--- src/rtl/bit_scan_32.sv ---
// rtl/bit_scan_32.sv - multi-cycle 32-bit bit-scan: any-set flag, lowest/highest set index, popcount
// Examines STEP bits per clock, LSB chunk first, over a fixed 32/STEP cycles.

module bit_scan_32 #(
    parameter int STEP = 8
) (
    input  logic        CLK,
    input  logic        RST,
    input  logic        START,
    input  logic        MODE,
    input  logic [31:0] IN,
    output logic        BUSY,
    output logic        DONE,
    output logic        FOUND,
    output logic [4:0]  INDEX,
    output logic [5:0]  COUNT
);

    typedef enum logic {
        S_IDLE,
        S_SCAN
    } state_t;

    // r_base holds k*STEP of the chunk now at the bottom of r_operand; it doubles as the chunk counter.
    localparam logic [4:0] BASE_INC  = 5'(STEP);
    localparam logic [4:0] LAST_BASE = 5'(32 - STEP);

    state_t      r_state;
    logic [31:0] r_operand;
    logic        r_mode;
    logic [4:0]  r_base;
    logic        r_acc_found;
    logic [4:0]  r_acc_index;
    logic [5:0]  r_acc_count;

    logic [STEP-1:0] w_chunk;
    logic            w_any;
    logic [5:0]      w_pop;
    logic [4:0]      w_lo;
    logic [4:0]      w_hi;
    logic            w_found_nxt;
    logic [4:0]      w_index_nxt;
    logic [5:0]      w_count_nxt;

    assign w_chunk = r_operand[STEP-1:0];

    always_comb begin
        w_any = |w_chunk;
        w_pop = 6'd0;
        w_lo  = 5'd0;
        w_hi  = 5'd0;
        for (int i = STEP - 1; i >= 0; i--) begin
            if (w_chunk[i]) w_lo = 5'(i);
        end
        for (int i = 0; i < STEP; i++) begin
            if (w_chunk[i]) w_hi = 5'(i);
            w_pop = w_pop + 6'(w_chunk[i]);
        end
    end

    // Lowest mode keeps the first hit; highest mode lets every later hit overwrite.
    always_comb begin
        w_found_nxt = r_acc_found | w_any;
        w_count_nxt = r_acc_count + w_pop;
        w_index_nxt = r_acc_index;
        if (w_any) begin
            if (r_mode) begin
                w_index_nxt = r_base + w_hi;
            end else if (!r_acc_found) begin
                w_index_nxt = r_base + w_lo;
            end
        end
    end

    always_ff @(posedge CLK) begin
        if (RST) begin
            r_state     <= S_IDLE;
            r_operand   <= 32'd0;
            r_mode      <= 1'b0;
            r_base      <= 5'd0;
            r_acc_found <= 1'b0;
            r_acc_index <= 5'd0;
            r_acc_count <= 6'd0;
            BUSY        <= 1'b0;
            DONE        <= 1'b0;
            FOUND       <= 1'b0;
            INDEX       <= 5'd0;
            COUNT       <= 6'd0;
        end else begin
            case (r_state)
                S_IDLE: begin
                    DONE <= 1'b0;
                    if (START) begin
                        r_operand   <= IN;
                        r_mode      <= MODE;
                        r_base      <= 5'd0;
                        r_acc_found <= 1'b0;
                        r_acc_index <= 5'd0;
                        r_acc_count <= 6'd0;
                        BUSY        <= 1'b1;
                        r_state     <= S_SCAN;
                    end
                end
                S_SCAN: begin
                    r_acc_found <= w_found_nxt;
                    r_acc_index <= w_index_nxt;
                    r_acc_count <= w_count_nxt;
                    r_operand   <= r_operand >> STEP;
                    r_base      <= r_base + BASE_INC;
                    if (r_base == LAST_BASE) begin
                        FOUND   <= w_found_nxt;
                        INDEX   <= w_index_nxt;
                        COUNT   <= w_count_nxt;
                        BUSY    <= 1'b0;
                        DONE    <= 1'b1;
                        r_state <= S_IDLE;
                    end
                end
                default: r_state <= S_IDLE;
            endcase
        end
    end

endmodule

--- config.mk ---
export PLATFORM = sky130hd
export DESIGN_NAME = bit_scan_32
export DESIGN_NICKNAME = d
export VERILOG_FILES = /design/src/rtl/bit_scan_32.sv
export SDC_FILE = /design/constraint.sdc
export NUM_CORES = 1
export LEC_CHECK = 0
export BUFFER_PORTS_ARGS = -buffer_cell sky130_fd_sc_hd__buf_2
export CORE_ASPECT_RATIO = 0.9
export CORE_MARGIN = 8
export CORE_UTILIZATION = 50
export DETAILED_ROUTE_END_ITERATION = 8
export GPL_TIMING_DRIVEN = 0
export HOLD_SLACK_MARGIN = 0.05
export PLACE_DENSITY_LB_ADDON = 0.05
export SETUP_SLACK_MARGIN = 0.15
export SLEW_MARGIN = 15
export SYNTH_ARGS = -nofsm -noshare
export SYNTH_HDL_FRONTEND = slang
export SYNTH_SLANG_ARGS = --single-unit
--- constraint.sdc ---
create_clock -name CLK -period 3.2 [get_ports CLK]
set_input_delay 0.64 -clock CLK [delete_from_list [all_inputs] [get_ports CLK]]
set_output_delay 0.64 -clock CLK [all_outputs]
set_load 0.01 [all_outputs]
Yosys cells after proc, flatten, opt, wreduce, memory -nomap -nowiden
Cells that the tools add are included.
Word-level totals
  input bits: 36
  ROM bits: 0
  flip-flop bits (word level): 65
  output and inout bits: 14
  bits in latches: 0
  bits in writable memories: 0
  memories: 0
Operators by class
  div/mod/pow operators: 0
  reduce and logical (&&, ||, !) cells: 4
  shift operators: 0
  multiply operators: 0
  eq/ne operators: 3
  bitwise logic cells: 2
  add/subtract/negate cells: 11
  multiplexer cells: 35
  magnitude comparators: 0
Operators by type and width (count)
  2-to-1 mux 5 bit: 16
  case mux 32 bit (2 select lines): 1
  2-to-1 mux 32 bit: 1
  case mux 5 bit (2 select lines): 2
  adder 6 x 1 -> 6 bit: 2
  case mux 6 bit (2 select lines): 1
  adder 5 bit: 2
  case mux 1 bit (2 select lines): 4
  OR reduction 8 bit: 1
  2-to-1 mux 1 bit: 7
  adder 5 x 1 -> 6 bit: 1
  adder 6 bit: 1
  2-to-1 mux 3 bit: 2
  2-to-1 mux 6 bit: 1
  AND reduction 2 bit: 3
  adder 4 x 1 -> 5 bit: 1
  adder 5 x 4 -> 5 bit, second input constant: 1
  == test 5 bit, second input constant: 1
  adder 3 x 1 -> 4 bit: 1
  adder 2 x 1 -> 3 bit: 1
  adder 1 x 1 -> 2 bit: 1
  != test 2 x 1 -> 1 bit, second input constant: 1
  != test 2 bit, second input constant: 1
  NOT 1 bit: 1
  bitwise OR 1 bit: 1

Logic depth before layout (Yosys ltp)
Gate-level depths: netlist (run 1).
  depth in word-level cells: 13
  mapped depth: 12

Worst setup path before layout (run 1)
No wires, ideal clock.
  path kind: register -> register
  start: register r_operand[0]
  end: register COUNT[4]
  period minus slack after synthesis: 3.278 ns
  setup time: 0.117 ns
  path buffers: 0
  data arrival time: 3.162 ns
  setup slack: -0.078 ns
  cell stages (with the launch flop): 12
  cells stage by stage: dfxtp_1 fa_1 inv_1 fa_1 fa_1 fa_1 fa_1 inv_1 a21o_1 a21oi_1 xnor2_1 a22o_1
Between the ends
  longest elaborated chain between the ends: 8
Ends and longest elaborated chain
  from (decl): RTL line 29  | logic [31:0] r_operand;
  from (signal assigned): RTL line 108  | r_operand <= r_operand >> STEP;
  adder 1 x 1 -> 2 bit: RTL line 57  | w_pop = w_pop + 6'(w_chunk[i]);
  adder 2 x 1 -> 3 bit: RTL line 57
  adder 3 x 1 -> 4 bit: RTL line 57
  adder 4 x 1 -> 5 bit: RTL line 57
  adder 5 x 1 -> 6 bit: RTL line 57
  adder 6 x 1 -> 6 bit (2 in a row): RTL line 57
  adder 6 bit: RTL line 64  | w_count_nxt = r_acc_count + w_pop;
  to (signal assigned): RTL line 113  | COUNT <= w_count_nxt;
  to (decl): RTL line 16  | output logic [5:0] COUNT
Every way passes these cells.
A chain may end at the register's enable or synchronous reset.

Final worst setup path (run 1)
Ends and elaborated chain as after synthesis.

==> results by group, run 1 <==
GRT
  • First-pass GRT wire length: around 11 mm
  • Grt ovf: 0
  • Total GRT Usage: 17.2%
  • Vias in the first global route: 2314
  • Largest net degree at the start of global routing: 12
  • Number of antenna violations at the first check in global routing: 0

Cells and area
  • Area growth syn-to-layout: 20.2%
  • Final nets: 435
  • Layout Utilization: between 60% and 70%
  • Layout cell share with drive strength beyond 1: 23.8%
  • Register Area: 1250 sq um
  • Most common cell after layout, fill and taps aside: nor2_1
  • Commonest cells after routing, fill and taps aside: 66 x nor2_1, 59 x dfxtp_1, 53 x buf_2
  • Multi-input gate area: 1540 sq um
  • FILL cells: 502
  • Non-filler cells in the finished layout: 461
  • Total inserted antenna cells: 0

STA
  • Slew margin rel.: 62.5%
  • Unrepaired setup endpoints after global routing: true
  • Slew Limit Fails: 0
  • Final hold violations: 0
  • Final setup viols: 5
  • Max Freq: 0.304 GHz
  • Final hold slack: 0.447 ns
  • Final worst slack: -0.0854 ns
  • Slew @ Worst Pin: around 0.56 ns
  • Clk_skew: 0.00718 ns
  • Period utilization: 103%
  • Minimum clock period: 3.29 ns

Floorplan
  • Boundary Pins: 50
  • Num rows: 26
  • Core area: 5630 sq um
  • Starting Density: 51.2%
  • Die area: 8450 sq um
  • Die height: 88.0 um
  • Die Wd: 96.0 um

Yosys
  • Synth cell types: 38
  • Sequential share of the synthesized area: between 40 and 50%
  • Synthesized area per cell: 8.94 sq um
  • Synth Warn #: 0
  • Area of the mapped netlist: between 2000 and 3000 sq um
  • Count of state elements after synthesis: 62
  • Syn nets: 371
  • Synthesized instance count: 322

Detailed routing
  • Via density: 5.19
  • First-pass DRT Iterations: 4
  • Wire length per cell: between 10 and 15 um
  • Drt drc: 0
  • WL final: between 6 and 7 mm
  • Vias post-DR: 2391
  • Routed Antenna Nets: 0
  • Drt initial violations: 81

Critical path
  • CP required: 3.43 ns
  • Startpoint types: flip-flop
  • Critical Path AT: 3.51 ns
  • Critical setup path kind: reg -> reg
  • CP endpoint kind: flip-flop
  • Worst-path fanout max: 2

Pwr
  • Cell Pwr Density: 502 nW/um^2
  • Power share of the clock group: 35.0%
  • Net Sw Power: 0.496 mW
  • Pwr Total: 1.74 mW
  • Cell-internal power: 1.24 mW
  • Max rail drop VDD: 0.412 mV
  • Combinational Power Share: 16.8%
  • Pleak: around 1.6 nW
  • Flop pwr share: 48.2%
  • Net switching fraction of the power: 28.5%

Run status
  • Failing checks: negative setup slack
  • Status: finished, violations left

Clock network
  • Worst-Skew Late Latency: 0.34 ns
  • Longest Clk Path Bufs: 2
  • H-tree depth: 3
  • Clk sinks: 62
  • Num CTS Buffers: 9
  • Clock transition at path regs: 0.07 ns
  • TritonCTS clock tree: yes
  • Cts hold-fix bufs: 0
  • CTS root buf: clkbuf_8

Worst hold path
  • Hold Crit Class: reg -> reg

Placed design
  • Final HPWL DP: 5.04 mm
  • PortBufs: 48
  • Placed cell count: 440
  • RePlAce Congestion: 0.829

Job
  • Number of max-cap violations: 0
-- power by group through the flow --
stage	clock [mW]	sequential, mW	combinational, mW
CTS	0.629	0.838	0.287
finish	0.608	0.838	0.292
detailed placement	0	0.856	0.274
global route	0.669	0.842	0.329
global placement	0	0.856	0.271
floorplan	0	0.847	0.203
-- critical path: stages, from the launching register on --
cell	delay, ns
dfxtp_4	0.35
fa_1	0.52
inv_1	0.05
fa_1	0.50
fa_1	0.43
fa_2	0.37
fa_2	0.37
inv_2	0.05
a21o_1	0.12
a21oi_2	0.07
xnor2_2	0.15
a22o_1	0.21
-- cells by family (layout without fill, tap and decap cells) --
kind of cell,count (synthesis),in the layout,share of synthesized area (%)
compound gates,77,77,17.6
buf+inv,33,102,4.52
mux,34,34,11.8
simple gates,99,99,14.8
fa+ha+maj,13,13,6.95
flops,62,62,43.1
xor+xnor,4,4,1.22
-- state kept, by name, summed over array words and instances (netlist names) --
register and count:
r_base 2, COUNT 6, INDEX 5, r_acc_found 1
r_operand 32, DONE 1, BUSY 1, r_mode 1
FOUND 1, r_acc_index 5, r_acc_count 6, r_state 1
-- synthesized netlist by cell type --
master | count | area [sq um]
a21o_1 | 1 | 7.51
nor3_1 | 2 | 10.0
a22o_1 | 9 | 78.8
o22ai_1 | 1 | 6.26
nor2_1 | 66 | 248
buf_1 | 7 | 26.3
nand3_1 | 3 | 15.0
a2111oi_2 | 1 | 15.0
buf_2 | 5 | 25.0
or2_1 | 1 | 6.26
o32ai_1 | 1 | 8.76
nand2b_1 | 2 | 12.5
o211ai_1 | 2 | 15.0
nand3_2 | 1 | 10.0
o21ai_1 | 9 | 45.0
a21boi_0 | 1 | 7.51
o21ai_0 | 5 | 25.0
o21a_1 | 3 | 22.5
inv_1 | 16 | 60.1
o2bb2ai_2 | 1 | 15.0
a32o_2 | 2 | 22.5
nor2b_1 | 6 | 37.5
nor4_4 | 1 | 21.3
nand2_1 | 16 | 60.1
mux2i_1 | 34 | 340
clkbuf_1 | 5 | 18.8
o22ai_2 | 1 | 12.5
a21boi_1 | 1 | 7.51
dfxtp_1 | 62 | 1240
ha_1 | 8 | 100
a21oi_1 | 35 | 175
or2_2 | 1 | 6.26
a32oi_1 | 1 | 8.76
a32oi_2 | 1 | 16.3
fa_1 | 5 | 100
o21ai_2 | 1 | 8.76
xnor2_1 | 4 | 35.0
o2111ai_1 | 1 | 8.76
-- layout make-up --
class | count | share of cell area, %
Timing Repair Buffer | 53 | 8.13
Tap cell | 70 | 2.53
Inverter | 16 | 1.73
Clock inverter | 5 | 0.976
Sequential cell | 62 | 36.1
Buffer | 17 | 2.02
Clock buffer | 11 | 4.08
Multi-Input combinational cell | 227 | 44.4
-- worst paths after layout --
| check | from | to | slack (ns) | cells after the start |
|---|---|---|---|---|
| worst min register to register | COUNT[0]$_SDFFE_PP0P_ | COUNT[0]$_SDFFE_PP0P_ | 0.45 | 2 |
| worst max-delay path | r_operand[0]$_SDFFE_PP0P_ | COUNT[4]$_SDFFE_PP0P_ | -0.09 | 11 |
| worst min-delay path | COUNT[0]$_SDFFE_PP0P_ | COUNT[0]$_SDFFE_PP0P_ | 0.45 | 2 |
| worst max register to register | r_operand[0]$_SDFFE_PP0P_ | COUNT[4]$_SDFFE_PP0P_ | -0.09 | 11 |
-- metal layers --
layer | wire, um | global-route usage, % | part of all wire, %
met1 | 3410 | 23.6 | 50
met2 | 2990 | 24.6 | 44
met3 | 359 | 4.63 | 5.2
met4 | 91 | 6.69 | 1.3
met5 | 0 | 0 | 0
-- repair_timing --
action                     4_1_cts  5_1_grt
setup endpoints to repair        8       10
gates resized for setup          6        5
hold endpoints to repair         0        0
setup buffers                    3        2
pin swaps                        2        1
-- per-stage QoR --
step	setup slack [ns]	cell area [sq um]	setup TNS, ns
final	-0.0854	3460	-0.257
after global routing	-0.158	3460	-0.899
after CTS	-0.0750	3430	-0.180
after detailed placement	-0.112	3210	-0.209
after global placement	-0.128	3210	-0.227
after floorplan	0.0387	2890	0
No activity file was read; power rests on OpenSTA's default activity.
==> run 2: changes to the inputs <==
- CELL_PAD_IN_SITES_DETAIL_PLACEMENT: unset -> 1
- CELL_PAD_IN_SITES_GLOBAL_PLACEMENT: unset -> 1
- CORE_UTILIZATION: 50 -> 38
- SLEW_MARGIN: 15 -> unset
==> run 2 against run 1 <==
  * The run still ends with negative setup slack left
  * Cell area increased by 3.1%
  * Count of clock-buffer cells in the layout is 1 lower
  * Sequential power about the same
  * Clock skew decreased by 0.00084 ns
  * Final cell count increased by 5.4%
  * Core utilization fell by 13 points
  * First-iteration DRC count shrank 32%
  * Register-to-register slack got worse by 0.04 ns
  * Critical path type unchanged
  * Largest power group unchanged
  * Highest routed layer unchanged
==> results by group, run 2 (synthesis gave the netlist of run 1 again) <==
GRT
  • Vias in the first global route: 2545
  • Number of antenna violations at the first check in global routing: 0
  • Largest net degree at the start of global routing: 13
  • Total GRT Usage: 15.8%
  • First-pass GRT wire length: 13.4 mm
  • Grt ovf: 0

Critical path
  • Reg2reg start: r_operand[0]$_SDFFE_PP0P_
  • Startpoint types: flip-flop
  • CP endpoint kind: flip-flop
  • Critical Path AT: 3.56 ns
  • R2R Setup Slk: -0.12 ns
  • FF-to-FF End: COUNT[4]$_SDFFE_PP0P_
  • CP required: 3.44 ns
  • Worst-path fanout max: 3
  • FF-to-FF path depth: 11
  • Critical setup path kind: reg -> reg

Worst hold path
  • WHS Endpoint: COUNT[5]$_SDFFE_PP0P_
  • Hold wc startpoint: COUNT[5]$_SDFFE_PP0P_
  • Hold Crit Class: reg -> reg
  • Hold Crit Depth: 2

Cells and area
  • Layout cell share with drive strength beyond 1: roughly 25%
  • Biggest regs: r_operand (32), COUNT (6), r_acc_count (6)
  • Total inserted antenna cells: 0
  • Largest register FFs: 32
  • Area growth syn-to-layout: 23.9%
  • Commonest cells after routing, fill and taps aside: 65 x nor2_1, 59 x dfxtp_1, 53 x buf_2
  • Most common cell after layout, fill and taps aside: nor2_1
  • Final nets: ~430
  • Biggest register: r_operand

Placed design
  • RePlAce Congestion: 0.773
  • PortBufs: 48
  • Final HPWL DP: about 6.0 mm

Pwr
  • Pwr Total: 1.95 mW
  • Max rail drop VDD: 0.323 mV
  • Pleak: between 1.5 and 2 nW
  • Cell Pwr Density: between 500 and 600 nW/um^2

Run status
  • Failing checks: negative setup slack
  • Status: finished, violations left

Clock network
  • Longest Clk Path Bufs: 2
  • TritonCTS clock tree: yes
  • Num CTS Buffers: 9
  • Clk sinks: 62
  • H-tree depth: 3
  • Cts hold-fix bufs: 0
  • Worst-Skew Late Latency: approximately 0.34 ns
  • Clock transition at path regs: 0.07 ns
  • CTS root buf: clkbuf_8

Floorplan
  • Die area: 10600 sq um
  • Die Wd: 108 um
  • Num rows: 30
  • Core area: 7430 sq um
  • Boundary Pins: 50
  • Die height: 98.6 um
  • Starting Density: between 30 and 40%

STA
  • Slew Limit Fails: 0
  • Minimum clock period: 3.32 ns
  • Final hold violations: 0
  • Final setup viols: 7
  • Final hold slack: 0.443 ns
  • Slew @ Worst Pin: about 0.63 ns
  • Clk_skew: 0.00634 ns
  • Unrepaired setup endpoints after global routing: true
  • Slew margin rel.: 57.6%
  • Final worst slack: -0.124 ns
  • Max Freq: 0.301 GHz
  • Period utilization: 104%

Detailed routing
  • WL final: about 8.1 mm
  • Drt drc: 0
  • First-pass DRT Iterations: 4
  • Vias post-DR: 2437
  • Routed Antenna Nets: 0
  • Via density: 5.01
  • Wire length per cell: about 17 um
  • Drt initial violations: 55

Job
  • Number of max-cap violations: 0
run 2: cell count changes in the layout (fill, tap and decap cells not counted), sizes merged:
cell and change:
clkbuf -1, clkinvlp -1, buf -1, bufinv +2
run 2: critical path, cell delays in order, from the launching register on:
cell     delay [ns]
dfxtp_4        0.36
fa_1           0.53
inv_1          0.05
fa_1           0.51
fa_1           0.44
fa_2           0.37
fa_2           0.36
inv_2          0.06
a21o_1         0.11
a21oi_1        0.08
xnor2_1        0.16
a22o_1         0.21
run 2: what timing repair did:
action / 4_1_cts / 5_1_grt
endpoints found under the setup margin: 10 / 10
pin swaps: 1 / 5
hold endpoints to repair: 0 / 0
setup buffers: 2 / 2
resized for setup: 4 / 12
cloned: 0 / 0
run 2: where the power goes:
part           total [mW]  switching, mW  internal, mW
Sequential          0.839         0.0323         0.807
Combinational       0.310          0.172         0.138
Clock               0.798          0.333         0.465
run 2: stage by stage:
stage	cell area (sq um)	setup slack (ns)	TNS, ns	cells	util, %
2_1_floorplan	2890	0.0387	0	322	-
3_3_place_gp	3250	-0.142	-0.260	466	43.7
3_5_place_dp	3250	-0.173	-0.369	466	43.7
4_1_cts	3510	-0.138	-0.373	484	47.2
5_1_grt	3570	-0.232	-1.34	486	48.0
6_report	3570	-0.124	-0.474	486	48.0
run 2: worst max-delay path by stage:
stage	from	cells after the start	slack (ns)	to
after floorplan	r_operand[0]$_SDFFE_PP0P_	11	0.04	COUNT[4]$_SDFFE_PP0P_
after global placement	r_operand[1]$_SDFFE_PP0P_	11	-0.14	COUNT[4]$_SDFFE_PP0P_
after detailed placement	r_operand[1]$_SDFFE_PP0P_	11	-0.17	COUNT[4]$_SDFFE_PP0P_
after CTS	r_operand[0]$_SDFFE_PP0P_	11	-0.14	COUNT[4]$_SDFFE_PP0P_
after global routing	r_operand[0]$_SDFFE_PP0P_	11	-0.23	COUNT[4]$_SDFFE_PP0P_
final	r_operand[0]$_SDFFE_PP0P_	11	-0.12	COUNT[4]$_SDFFE_PP0P_
run 2: final cells by class:
cell class / instances / area [sq um]
plain buffers: 17 / 70.1
inverters: 16 / 60.1
clock inverters: 6 / 93.8
fillers: 914 / 3860
repair buffers: 52 / 274
flip-flops and latches: 62 / 1250
well taps: 96 / 120
multi-input cells: 227 / 1570
clock buffers: 10 / 138
run 2: routing by layer:
metal  routed length, um  up-vias  global-route usage, %  part of all wire, %
met5                   0        -                      0                    0
met4                  60        0                   4.16                 0.74
met3                 333        9                   4.04                  4.1
met2                3630       46                   23.5                   45
met1                4030     1155                   22.0                   50
li1                    -     1227                      -                    -
